==> config.mk <==
export PLATFORM = sky130hd
export DESIGN_NAME = vote_session_ctrl
export DESIGN_NICKNAME = d
export VERILOG_FILES = /design/src/rtl/vote_pkg.sv /design/src/rtl/vote_session_ctrl_maj3.sv /design/src/rtl/vote_session_ctrl.sv
export SDC_FILE = /design/constraint.sdc
export NUM_CORES = 1
export LEC_CHECK = 0
export BUFFER_PORTS_ARGS = -buffer_cell sky130_fd_sc_hd__buf_2
export CAP_MARGIN = 30
export CELL_PAD_IN_SITES_DETAIL_PLACEMENT = 0
export CELL_PAD_IN_SITES_GLOBAL_PLACEMENT = 1
export CORE_ASPECT_RATIO = 1.2
export CORE_UTILIZATION = 46
export CTS_BUF_LIST = sky130_fd_sc_hd__clkbuf_16
export CTS_CLUSTER_DIAMETER = 80
export DETAILED_ROUTE_END_ITERATION = 7
export PLACE_DENSITY = 0.87
export RECOVER_POWER = 100
export SETUP_SLACK_MARGIN = 0.02
export SLEW_MARGIN = 0
export SYNTH_ARGS = -nofsm -noshare
export SYNTH_HDL_FRONTEND = slang
export SYNTH_SLANG_ARGS = --single-unit
==> constraint.sdc <==
create_clock -name clk -period 2.24 [get_ports clk]
set_input_delay 0.112 -clock clk [delete_from_list [all_inputs] [get_ports clk]]
set_output_delay 0.112 -clock clk [all_outputs]
set_load 0.02 [all_outputs]
==> src/rtl/vote_pkg.sv <==
// vote_pkg: shared FSM state and RGB encodings for vote_session_ctrl.
package vote_pkg;
    typedef logic [1:0] vote_state_t;
    localparam vote_state_t S_IDLE    = 2'd0;
    localparam vote_state_t S_COLLECT = 2'd1;
    localparam vote_state_t S_DECIDE  = 2'd2;
    localparam vote_state_t S_SHOW    = 2'd3;
    // rgb is {red, green, blue}
    localparam logic [2:0] RGB_OFF   = 3'b000;
    localparam logic [2:0] RGB_BLUE  = 3'b001;
    localparam logic [2:0] RGB_GREEN = 3'b010;
    localparam logic [2:0] RGB_RED   = 3'b100;
endpackage

==> src/rtl/vote_session_ctrl_maj3.sv <==
// maj3: combinational 2-of-3 majority.
module maj3 (
    input  logic a,
    input  logic b,
    input  logic c,
    output logic y
);
    assign y = (a & b) | (a & c) | (b & c);
endmodule

==> src/rtl/vote_session_ctrl.sv <==
// vote_session_ctrl: three-voter session controller (collect, decide, show).
// Optional VOTE_TALLY_EN adds saturating pass/fail session counters.
module vote_session_ctrl
    import vote_pkg::*;
#(
    parameter int WINDOW_CYCLES = 1000,
    parameter int SHOW_CYCLES   = 500
) (
    input  logic       clk,
    input  logic       resetn,
    input  logic       start,
    input  logic       vote_a,
    input  logic       vote_b,
    input  logic       vote_c,
    input  logic       cast_a,
    input  logic       cast_b,
    input  logic       cast_c,
    output logic       busy,
    output logic       done,
    output logic       result,
    output logic       result_valid,
    output logic       timeout,
    output logic [2:0] rgb
`ifdef VOTE_TALLY_EN
    ,
    output logic [7:0] pass_cnt,
    output logic [7:0] fail_cnt
`endif
);
    localparam int WW = $clog2(WINDOW_CYCLES + 1);
    localparam int SW = $clog2(SHOW_CYCLES + 1);

    vote_state_t   state;
    logic [WW-1:0] wcnt;
    logic [SW-1:0] scnt;
    logic [2:0]    cast_f, votes, cast_in, vote_in, new_cast, cast_nx, votes_nx;
    logic          maj;

    assign cast_in  = {cast_a, cast_b, cast_c};
    assign vote_in  = {vote_a, vote_b, vote_c};
    assign new_cast = cast_in & ~cast_f;
    assign cast_nx  = cast_f | cast_in;
    assign votes_nx = votes | (vote_in & new_cast);

    maj3 u_maj3 (.a(votes[2]), .b(votes[1]), .c(votes[0]), .y(maj));

    always_ff @(posedge clk or negedge resetn) begin
        if (!resetn) begin
            state        <= S_IDLE;
            wcnt         <= '0;
            scnt         <= '0;
            cast_f       <= '0;
            votes        <= '0;
            busy         <= 1'b0;
            done         <= 1'b0;
            result       <= 1'b0;
            result_valid <= 1'b0;
            timeout      <= 1'b0;
            rgb          <= RGB_OFF;
`ifdef VOTE_TALLY_EN
            pass_cnt     <= '0;
            fail_cnt     <= '0;
`endif
        end else begin
            case (state)
                S_IDLE: if (start) begin
                    state   <= S_COLLECT;
                    busy    <= 1'b1;
                    cast_f  <= '0;
                    votes   <= '0;
                    timeout <= 1'b0;
                    wcnt    <= WW'(WINDOW_CYCLES);
                    rgb     <= RGB_BLUE;
                end
                S_COLLECT: if (&cast_f) begin
                    state <= S_DECIDE;
                end else begin
                    cast_f <= cast_nx;
                    votes  <= votes_nx;
                    if (wcnt != '0) wcnt <= wcnt - WW'(1);
                    // a cast completing the set in the last window cycle wins over expiry
                    if (wcnt == WW'(1) && !(&cast_nx)) state <= S_DECIDE;
                end
                S_DECIDE: begin
                    state        <= S_SHOW;
                    result       <= maj;
                    done         <= 1'b1;
                    result_valid <= 1'b1;
                    timeout      <= ~&cast_f;
                    rgb          <= maj ? RGB_GREEN : RGB_RED;
                    scnt         <= SW'(SHOW_CYCLES);
`ifdef VOTE_TALLY_EN
                    if (maj && pass_cnt != 8'hFF) pass_cnt <= pass_cnt + 8'd1;
                    if (!maj && fail_cnt != 8'hFF) fail_cnt <= fail_cnt + 8'd1;
`endif
                end
                default: begin
                    done <= 1'b0;
                    scnt <= scnt - SW'(1);
                    if (scnt == SW'(1)) begin
                        state        <= S_IDLE;
                        busy         <= 1'b0;
                        result_valid <= 1'b0;
                        rgb          <= RGB_OFF;
                    end
                end
            endcase
        end
    end
endmodule

==> results.json, run 1 <==
{
  "status": "finished, final reports clean",
  "critPathKind": "reg2reg",
  "muxShareOfSynthArea_pct": 5.66,
  "routed_wl_mm": 3.90,
  "grt_util_all_layers_pct": 20.2,
  "netlist_top_cells_count": "dfrtp_1, nor2_1, o21ai_0",
  "root_buffer": "clkbuf_16",
  "power.leakage_uw": 0.000971,
  "maxCapViolCount": 0,
  "wl_per_cell_um": 13.9,
  "core-area_mm2": 0.00400,
  "min_period_over_period_pct": 88.7,
  "netlist_instances": 203,
  "grt_pass1_vias": 1470,
  "endpoint_kind": "flip-flop",
  "synth_top_family_by_area": "simple AND/OR/NAND/NOR gates",
  "synth.yosys.seq_area_share_pct": 45.0,
  "cp.arrival_ps": 2140,
  "tns_ps": 0,
  "tritoncts": "done",
  "finClkSkew_ps": 4.49,
  "worstPathMaxFanout": 8,
  "vias_per_cell": 5.51,
  "synthArstFlopShare_pct": 100,
  "grt_overflow": 0,
  "synth-adder-area-share_pct": 5.66,
  "clock.fmax_ghz": 0.504,
  "htreeDepth": 2,
  "synth.distinct_cells": 43,
  "start_util_pct": 48.6,
  "nets": 243,
  "drive_gt1_share_pct": 13.7,
  "die_h_um": 73.3,
  "port_buffers": 16,
  "required_ps": 2400,
  "cts_resized": 0,
  "timing.slew.headroom_pct": 39.9,
  "synth_area_leaders": "dfrtp_1, ha_1, nor2_1",
  "syn_avg_cell_area_um2": 9.59,
  "yosys_register_bits": 35,
  "yosysTopAreaCell": "dfrtp_1",
  "min_period_ps": 1990,
  "clockBufferDepth": 2,
  "ios": 17,
  "netlist_area_mm2": 0.00195,
  "powerDensity_mw_per_mm2": 1430,
  "vias": 1543,
  "hpwl_mm": 2.83,
  "synth_top_area_share_pct": 45.0,
  "drt-initial-drc-count": 58,
  "drtPass1Iterations": 4,
  "ys.flop_type": "dfrtp_1",
  "synthXorXnorAreaFrac_pct": 0.900,
  "startpoint_type": "flip-flop",
  "finalHoldViolCount": 0,
  "maxSlewViolCount": 0,
  "detail-route-antenna-nets": 0,
  "ir_drop_mv": 0.651,
  "synth_fp_nets": 220,
  "setup_viol": 0,
  "antenna_found_initial": 0,
  "timing.hold.ws_ps": 113,
  "grt_max_degree": 36,
  "hp-class": "in2reg",
  "clock_latency_ps": 270,
  "rows": 25,
  "power_uw": 3170,
  "num_antenna_cells": 0,
  "cts-buffers-inserted": 5,
  "die_w_um": 61.4,
  "cts.sinks": 35,
  "tightest_slew_ps": 902,
  "synth_compound_area_share_pct": 14.1,
  "grt_pass1_wl_mm": 6.66,
  "yosysMostFrequentCell": "dfrtp_1",
  "drc_errors": 0,
  "area_growth_syn_to_layout_pct": 13.9,
  "dieArea_mm2": 0.00450,
  "synth_edf_count": 0,
  "yosys.area_share.simple_pct": 23.3,
  "yosys_warnings": 0,
  "clkTransAtPathRegs_ps": 50,
  "rsz0062_at_grt": "false",
  "gp_congestion": 0.830
}
[cell usage in the layout, fill, tap and decap left out, drive strengths merged, types with 6 or more instances in the layout]
cell type	n
ha	8
inv	15
dfrtp	35
clkbuf	16
o21ai	16
a21oi	9
nand2	15
buf	11
nand3	7
nor2	26
nor3	6
[through the flow]
step	worst slack, ps	instances	utilization, %	instance area (um2)
6_report	254	280	55.4	2220
2_1_floorplan	301	203	-	1950
5_1_grt	94.9	280	55.4	2220
3_5_place_dp	274	272	52.2	2090
3_3_place_gp	285	272	52.2	2090
4_1_cts	250	280	55.8	2230
[flip-flops by register name, indices dropped and copies added (netlist names)]
name	flops
busy	1
rgb	3
votes	3
timeout	1
done	1
cast_f	3
scnt	9
state	2
result	1
result_valid	1
wcnt	10
[kinds of logic after synthesis]
| group | Yosys count |
|---|---|
| fa+ha+maj | 9 |
| buf+inv | 22 |
| simple gates | 81 |
| flops | 35 |
| compound gates | 44 |
| mux | 10 |
| xor+xnor | 2 |
[critical path, stage by stage, from the launching register on]
cell and delay [ps]:
dfrtp_1 420, inv_1 130, ha_1 290, or2_2 230, nor2_1 70, a222oi_1 370
mux2_1 360
[worst paths after layout]
kind / from / to / slack (ps) / cells past startpoint
max reg2reg: state[1] / state[1] / 250 / 6
min: cast_c / cast_f[0] / 110 / 3
min reg2reg: done / done / 490 / 2
max in group asynchronous: resetn / wcnt[7] / 1170 / 2
max: state[1] / state[1] / 250 / 6
min in group asynchronous: resetn / rgb[0] / 510 / 2
[report_power, final]
part,internal (uW),switching (uW)
Combinational,581,813
Sequential,885,254
Clock,399,235
Total,1860,1300
[cell type report]
type / instances / area [um2]
clock buffer: 5 / 125
timing repair buffer: 23 / 118
inverter: 15 / 56.3
sequential: 35 / 876
fill: 392 / 1790
tap: 54 / 67.6
multi-input combinational: 146 / 966
clock inverter: 2 / 8.76
[repair_timing]
item | in CTS | in global routing
hold buffers | 1 | 0
endpoints found under the hold margin | 35 | 0
endpoints found under the setup margin | 0 | 0
setup buffers | 0 | 0
[metal layers]
metal / vias to the layer above / GRT usage, % / wire length (um)
met5: - / 0 / 0
met4: 0 / 8.15 / 72
met3: 6 / 4.75 / 94
met2: 24 / 33.9 / 1930
met1: 733 / 24.6 / 1800
li1: 780 / - / -
Note: power is estimated with default switching activity, not from simulation.
==> run 2, diff against run 1 <==
--- a/config.mk
+++ b/config.mk
@@ -5,16 +5,16 @@
 export SDC_FILE = /design/constraint.sdc
 export NUM_CORES = 1
 export LEC_CHECK = 0
-export BUFFER_PORTS_ARGS = -buffer_cell sky130_fd_sc_hd__buf_2
-export CAP_MARGIN = 30
+export CAP_MARGIN = 20
 export CELL_PAD_IN_SITES_DETAIL_PLACEMENT = 0
 export CELL_PAD_IN_SITES_GLOBAL_PLACEMENT = 1
 export CORE_ASPECT_RATIO = 1.2
-export CORE_UTILIZATION = 46
+export CORE_UTILIZATION = 48
 export CTS_BUF_LIST = sky130_fd_sc_hd__clkbuf_16
 export CTS_CLUSTER_DIAMETER = 80
 export DETAILED_ROUTE_END_ITERATION = 7
-export PLACE_DENSITY = 0.87
+export DONT_BUFFER_PORTS = 1
+export PLACE_DENSITY = 0.85
 export RECOVER_POWER = 100
 export SETUP_SLACK_MARGIN = 0.02
 export SLEW_MARGIN = 0
==> results.json, run 2 (same netlist as run 1, synthesis figures left out) <==
{
  "min_period_ps": 2030,
  "nets": 229,
  "finalWorstSetupSlack_ps": 206,
  "clock_latency_ps": 280,
  "die_w_um": 60.1,
  "hp-class": "in2reg",
  "rsz0062_at_grt": "false",
  "r2r_slack_ps": 210,
  "gp_congestion": 0.821,
  "grt_max_degree": 36,
  "violations": "max-capacitance violations, max-slew violations",
  "top_register": "wcnt",
  "clkTransAtPathRegs_ps": 50,
  "hold_end": "cast_f[2]",
  "routed_wl_mm": 4.07,
  "grt_pass1_vias": 1551,
  "drt-initial-drc-count": 105,
  "use_met3_pct": 6.50,
  "r2r_end": "wcnt[2]",
  "postLayoutCoreUtil_pct": 55.7,
  "final_area_mm2": 0.00218,
  "grt_util_met1_pct": 26.0,
  "cp.arrival_ps": 2230,
  "drc_errors": 0,
  "antenna_found_initial": 0,
  "reg_top3": "wcnt: 10 flops, scnt: 9 flops",
  "setup_viol": 0,
  "area_growth_syn_to_layout_pct": 11.9,
  "power_uw": 3180,
  "root_buffer": "clkbuf_16",
  "min_from": "cast_a",
  "grtUsageMet2_pct": 37.5,
  "endpoint_kind": "flip-flop",
  "startpoint_type": "flip-flop",
  "num-fill-cells": 366,
  "drive_gt1_share_pct": 10.8,
  "required_ps": 2440,
  "tritoncts": "done",
  "rows": 25,
  "tightest_slew_ps": 1540,
  "cts.sinks": 35,
  "cp_top_family": "simple AND/OR/NAND/NOR gates",
  "crit_buf_inv": 2,
  "maxCapViolCount": 1,
  "maxSlewViolCount": 36,
  "grt_pass1_wl_mm": 7.20,
  "tns_ps": 0,
  "grt_util_all_layers_pct": 22.5,
  "htreeDepth": 2,
  "finalHoldViolCount": 0,
  "hold_depth": 2,
  "mostFrequentLayoutCell": "dfrtp_1",
  "powerDensity_mw_per_mm2": 1460,
  "drtPass1Iterations": 5,
  "cts-buffers-inserted": 5,
  "ios": 17,
  "mostFrequentLayoutCells": "dfrtp_1, nor2_1, inv_1",
  "start_util_pct": 49.8,
  "pre_cts_ws_ps": 159,
  "port_buffers": 0,
  "grt_overflow": 0,
  "finClkSkew_ps": 4.76,
  "wl_per_cell_um": 15.3,
  "clockBufferDepth": 2,
  "ir_drop_mv": 0.866,
  "largest_reg_flops": 10,
  "reg2reg_depth": 7,
  "place_area_mm2": 0.00200,
  "timing.slew.headroom_pct": -2.60,
  "vias": 1542,
  "critPathKind": "reg2reg",
  "min_period_over_period_pct": 90.8,
  "slowest_delay_ps": 510,
  "detail-route-antenna-nets": 0,
  "reg2reg_from": "state[1]",
  "hpwl_mm": 2.98,
  "die_h_um": 71.8,
  "crit_chain": "inv_1 -> ha_1 -> buf_4 -> mux2_4 -> nand2_1 -> or4_1 -> a21oi_1",
  "num_antenna_cells": 0,
  "status": "complete, but fails checks",
  "vias_per_cell": 5.78,
  "power.leakage_uw": 0.000954,
  "top_usage_layer": "met2",
  "clock.fmax_ghz": 0.492,
  "worstPathMaxFanout": 10,
  "core-area_mm2": 0.00391,
  "dieArea_mm2": 0.00432,
  "critPathSlowestCell": "or4_1"
}
==> run 2: cell count changes in the layout (fill, tap and decap cells not counted) <==
cell	previous run	this run
inv_1	15	17
ha_2	0	1
dlygate4sd3_1	1	3
clkinv_1	1	0
ha_1	8	7
dlymetal6s4s_1	0	1
clkbuf_1	10	2
clkbuf_2	1	0
buf_4	4	3
buf_2	7	0
==> run 2: layer usage <==
metal  vias up  wire length [um]  share of wire, %
met5         -                 0                 0
met4         0                97               2.4
met3        10               183               4.5
met2        32              2040                50
met1       746              1750                43
li1        754                 -                 -
==> run 2: how the worst max path moves through the flow <==
stage	start	to	slack (ps)	cells after the start
5_1_grt	state[1]	wcnt[2]	50	7
3_5_place_dp	state[0]	state[1]	160	6
6_report	state[1]	wcnt[2]	210	7
2_1_floorplan	state[0]	state[1]	300	8
4_1_cts	state[0]	state[1]	130	6
3_3_place_gp	state[0]	state[1]	240	6
==> run 2: metrics by stage <==
| step | cells | hold WS (ps) |
|---|---|---|
| after global placement | 254 | -183 |
| final | 267 | 9.72 |
| after CTS | 266 | 4.05 |
| after floorplan | 203 | -184 |
| after global routing | 267 | 20.4 |
| after detailed placement | 254 | -183 |
==> run 2: layout make-up <==
| type | count | area (um2) | area share (%) |
|---|---|---|---|
| multi-input combinational | 146 | 968 | 44.5 |
| sequential | 35 | 876 | 40.2 |
| clock buffer | 5 | 125 | 5.74 |
| timing repair buffer | 9 | 72.6 | 3.33 |
| tap | 54 | 67.6 | 3.10 |
| inverter | 15 | 56.3 | 2.58 |
| clock inverter | 3 | 12.5 | 0.574 |
==> run 2: power breakdown <==
part	total, uW	internal, uW	switching, uW
Clock	639	401	238
Sequential	1210	885	327
Combinational	1330	566	767
==> run 2: timing repair <==
| item | in CTS | in global routing |
|---|---|---|
| hold buffers | 4 | 0 |
| resized for setup | 0 | 1 |
| setup endpoints to repair | 0 | 1 |
| endpoints found under the hold margin | 37 | 0 |
| setup buffers | 0 | 1 |
==> run 2: worst reg2reg max path: stages, from the launching register on <==
cell and delay [ps]:
dfrtp_1 420, inv_1 130, ha_1 210, buf_4 170
mux2_4 210, nand2_1 150, or4_1 510, a21oi_1 160
==> run 3, diff against run 2 <==
--- a/config.mk
+++ b/config.mk
@@ -6,7 +6,7 @@
 export NUM_CORES = 1
 export LEC_CHECK = 0
 export CAP_MARGIN = 20
-export CELL_PAD_IN_SITES_DETAIL_PLACEMENT = 0
+export CELL_PAD_IN_SITES_DETAIL_PLACEMENT = 1
 export CELL_PAD_IN_SITES_GLOBAL_PLACEMENT = 1
 export CORE_ASPECT_RATIO = 1.2
 export CORE_UTILIZATION = 48
==> results.json, run 3 (same netlist as run 1, synthesis figures left out) <==
{
  "min_period_over_period_pct": 92.2,
  "wl_per_cell_um": 19.5,
  "cp.arrival_ps": 2220,
  "cts-buffers-inserted": 5,
  "status": "complete, but fails checks",
  "pre_cts_ws_ps": 102,
  "grt_pass1_wl_mm": 8.72,
  "vias": 1606,
  "start_util_pct": 49.8,
  "min_period_ps": 2060,
  "r2r_slack_ps": 180,
  "maxSlewViolCount": 36,
  "dieArea_mm2": 0.00432,
  "reg_top3": "wcnt: 10 flops, scnt: 9 flops",
  "drc_errors": 0,
  "rows": 25,
  "clock_latency_ps": 280,
  "tns_ps": 0,
  "slowest_delay_ps": 390,
  "clkTransAtPathRegs_ps": 50,
  "ir_drop_mv": 0.726,
  "finClkSkew_ps": 4.41,
  "die_h_um": 71.8,
  "tightest_slew_ps": 1580,
  "grt_pass1_vias": 1779,
  "final_area_mm2": 0.00217,
  "endpoint_kind": "flip-flop",
  "clockBufferDepth": 2,
  "area_growth_syn_to_layout_pct": 11.7,
  "hp-class": "in2reg",
  "place_inst": 254,
  "maxCapViolCount": 1,
  "multi_input_area_um2": 968,
  "ios": 17,
  "finalWorstSetupSlack_ps": 175,
  "violations": "max-capacitance violations, max-slew violations",
  "rsz0062_at_grt": "false",
  "top_register": "wcnt",
  "antenna_found_initial": 0,
  "powerDensity_mw_per_mm2": 1510,
  "hold_depth": 2,
  "largest_reg_flops": 10,
  "detail-route-antenna-nets": 0,
  "num-fill-cells": 461,
  "vias_per_cell": 6.04,
  "place_area_mm2": 0.00200,
  "num_antenna_cells": 0,
  "hpwl_mm": 3.70,
  "critPathKind": "reg2reg",
  "grt_util_all_layers_pct": 28.0,
  "reg2reg_from": "state[0]",
  "core-area_mm2": 0.00391,
  "routed_wl_mm": 5.20,
  "grt_max_degree": 36,
  "final_cells": 266,
  "r2r_end": "state[1]",
  "power.leakage_uw": 0.000954,
  "regArea_um2": 876,
  "reg2reg_depth": 6,
  "setup_viol": 0,
  "gp_congestion": 0.821,
  "cts.sinks": 35,
  "cts_setup_buffers": 0,
  "worstPathMaxFanout": 10,
  "root_buffer": "clkbuf_16",
  "drt-initial-drc-count": 54,
  "finalHoldViolCount": 0,
  "die_w_um": 60.1,
  "grt_overflow": 0,
  "nets": 228,
  "tritoncts": "done",
  "critPathSlowestCell": "a222oi_1",
  "timing.slew.headroom_pct": -5.14,
  "cp_top_family": "compound AO/OA/AOI/OAI gates",
  "hold_end": "votes[1]",
  "htreeDepth": 2,
  "clock.fmax_ghz": 0.484,
  "drive_gt1_share_pct": 10.4,
  "startpoint_type": "flip-flop",
  "drtPass1Iterations": 4,
  "port_buffers": 0,
  "mostFrequentLayoutCells": "dfrtp_1, nor2_1, inv_1",
  "mostFrequentLayoutCell": "dfrtp_1",
  "min_from": "cast_b",
  "required_ps": 2400,
  "crit_buf_inv": 1,
  "crit_chain": "inv_1 -> ha_2 -> or2_2 -> nor2_1 -> a222oi_1 -> mux2_1"
}
[run 3: cell types whose count changed in the layout (fill, tap and decap cells not counted), sizes merged]
cell    delta
clkbuf     -1
[run 3: per-layer routing]
metal	track usage, %	up-vias	wire length (um)
met4	10.6	0	110
met3	6.86	9	139
met2	49.8	25	2910
met1	31.1	824	2040
li1	-	748	-
met5	0	-	0
[run 3: through the flow]
stage / hold slack [ps] / power (uW) / utilization, %
finish: 31.1 / 3280 / 55.6
global route: 22.7 / 3520 / 55.6
CTS: 1.58 / 3300 / 55.8
detailed placement: -183 / 2610 / 51.0
global placement: -183 / 2440 / 51.0
floorplan: -184 / 2230 / -
[run 3: what timing repair did]
item | 4_1_cts | 5_1_grt
setup endpoints to repair | 0 | 6
hold buffers | 4 | 0
endpoints found under the hold margin | 37 | 0
resized for setup | 0 | 1
[run 3: cell type report]
cell class | instances | share of cell area, %
tap | 54 | 3.11
clock buffer | 5 | 5.75
timing repair buffer | 8 | 3.16
multi-input combinational | 146 | 44.5
sequential | 35 | 40.3
inverter | 15 | 2.59
clock inverter | 3 | 0.575
[run 3: worst max-delay path by stage]
stage,endpoint,cells after the start,start
floorplan,state[1],8,state[0]
global placement,state[1],6,state[0]
detailed placement,state[1],6,state[0]
CTS,state[1],6,state[0]
global route,wcnt[7],7,state[1]
finish,state[1],6,state[0]
[run 3: where the power goes]
part           total, uW  internal [uW]  leakage (uW)  switching (uW)
clock network        644            401     0.0000762             243
registers           1230            884      0.000401             350
logic               1400            553      0.000477             848
total               3280           1840      0.000954            1440
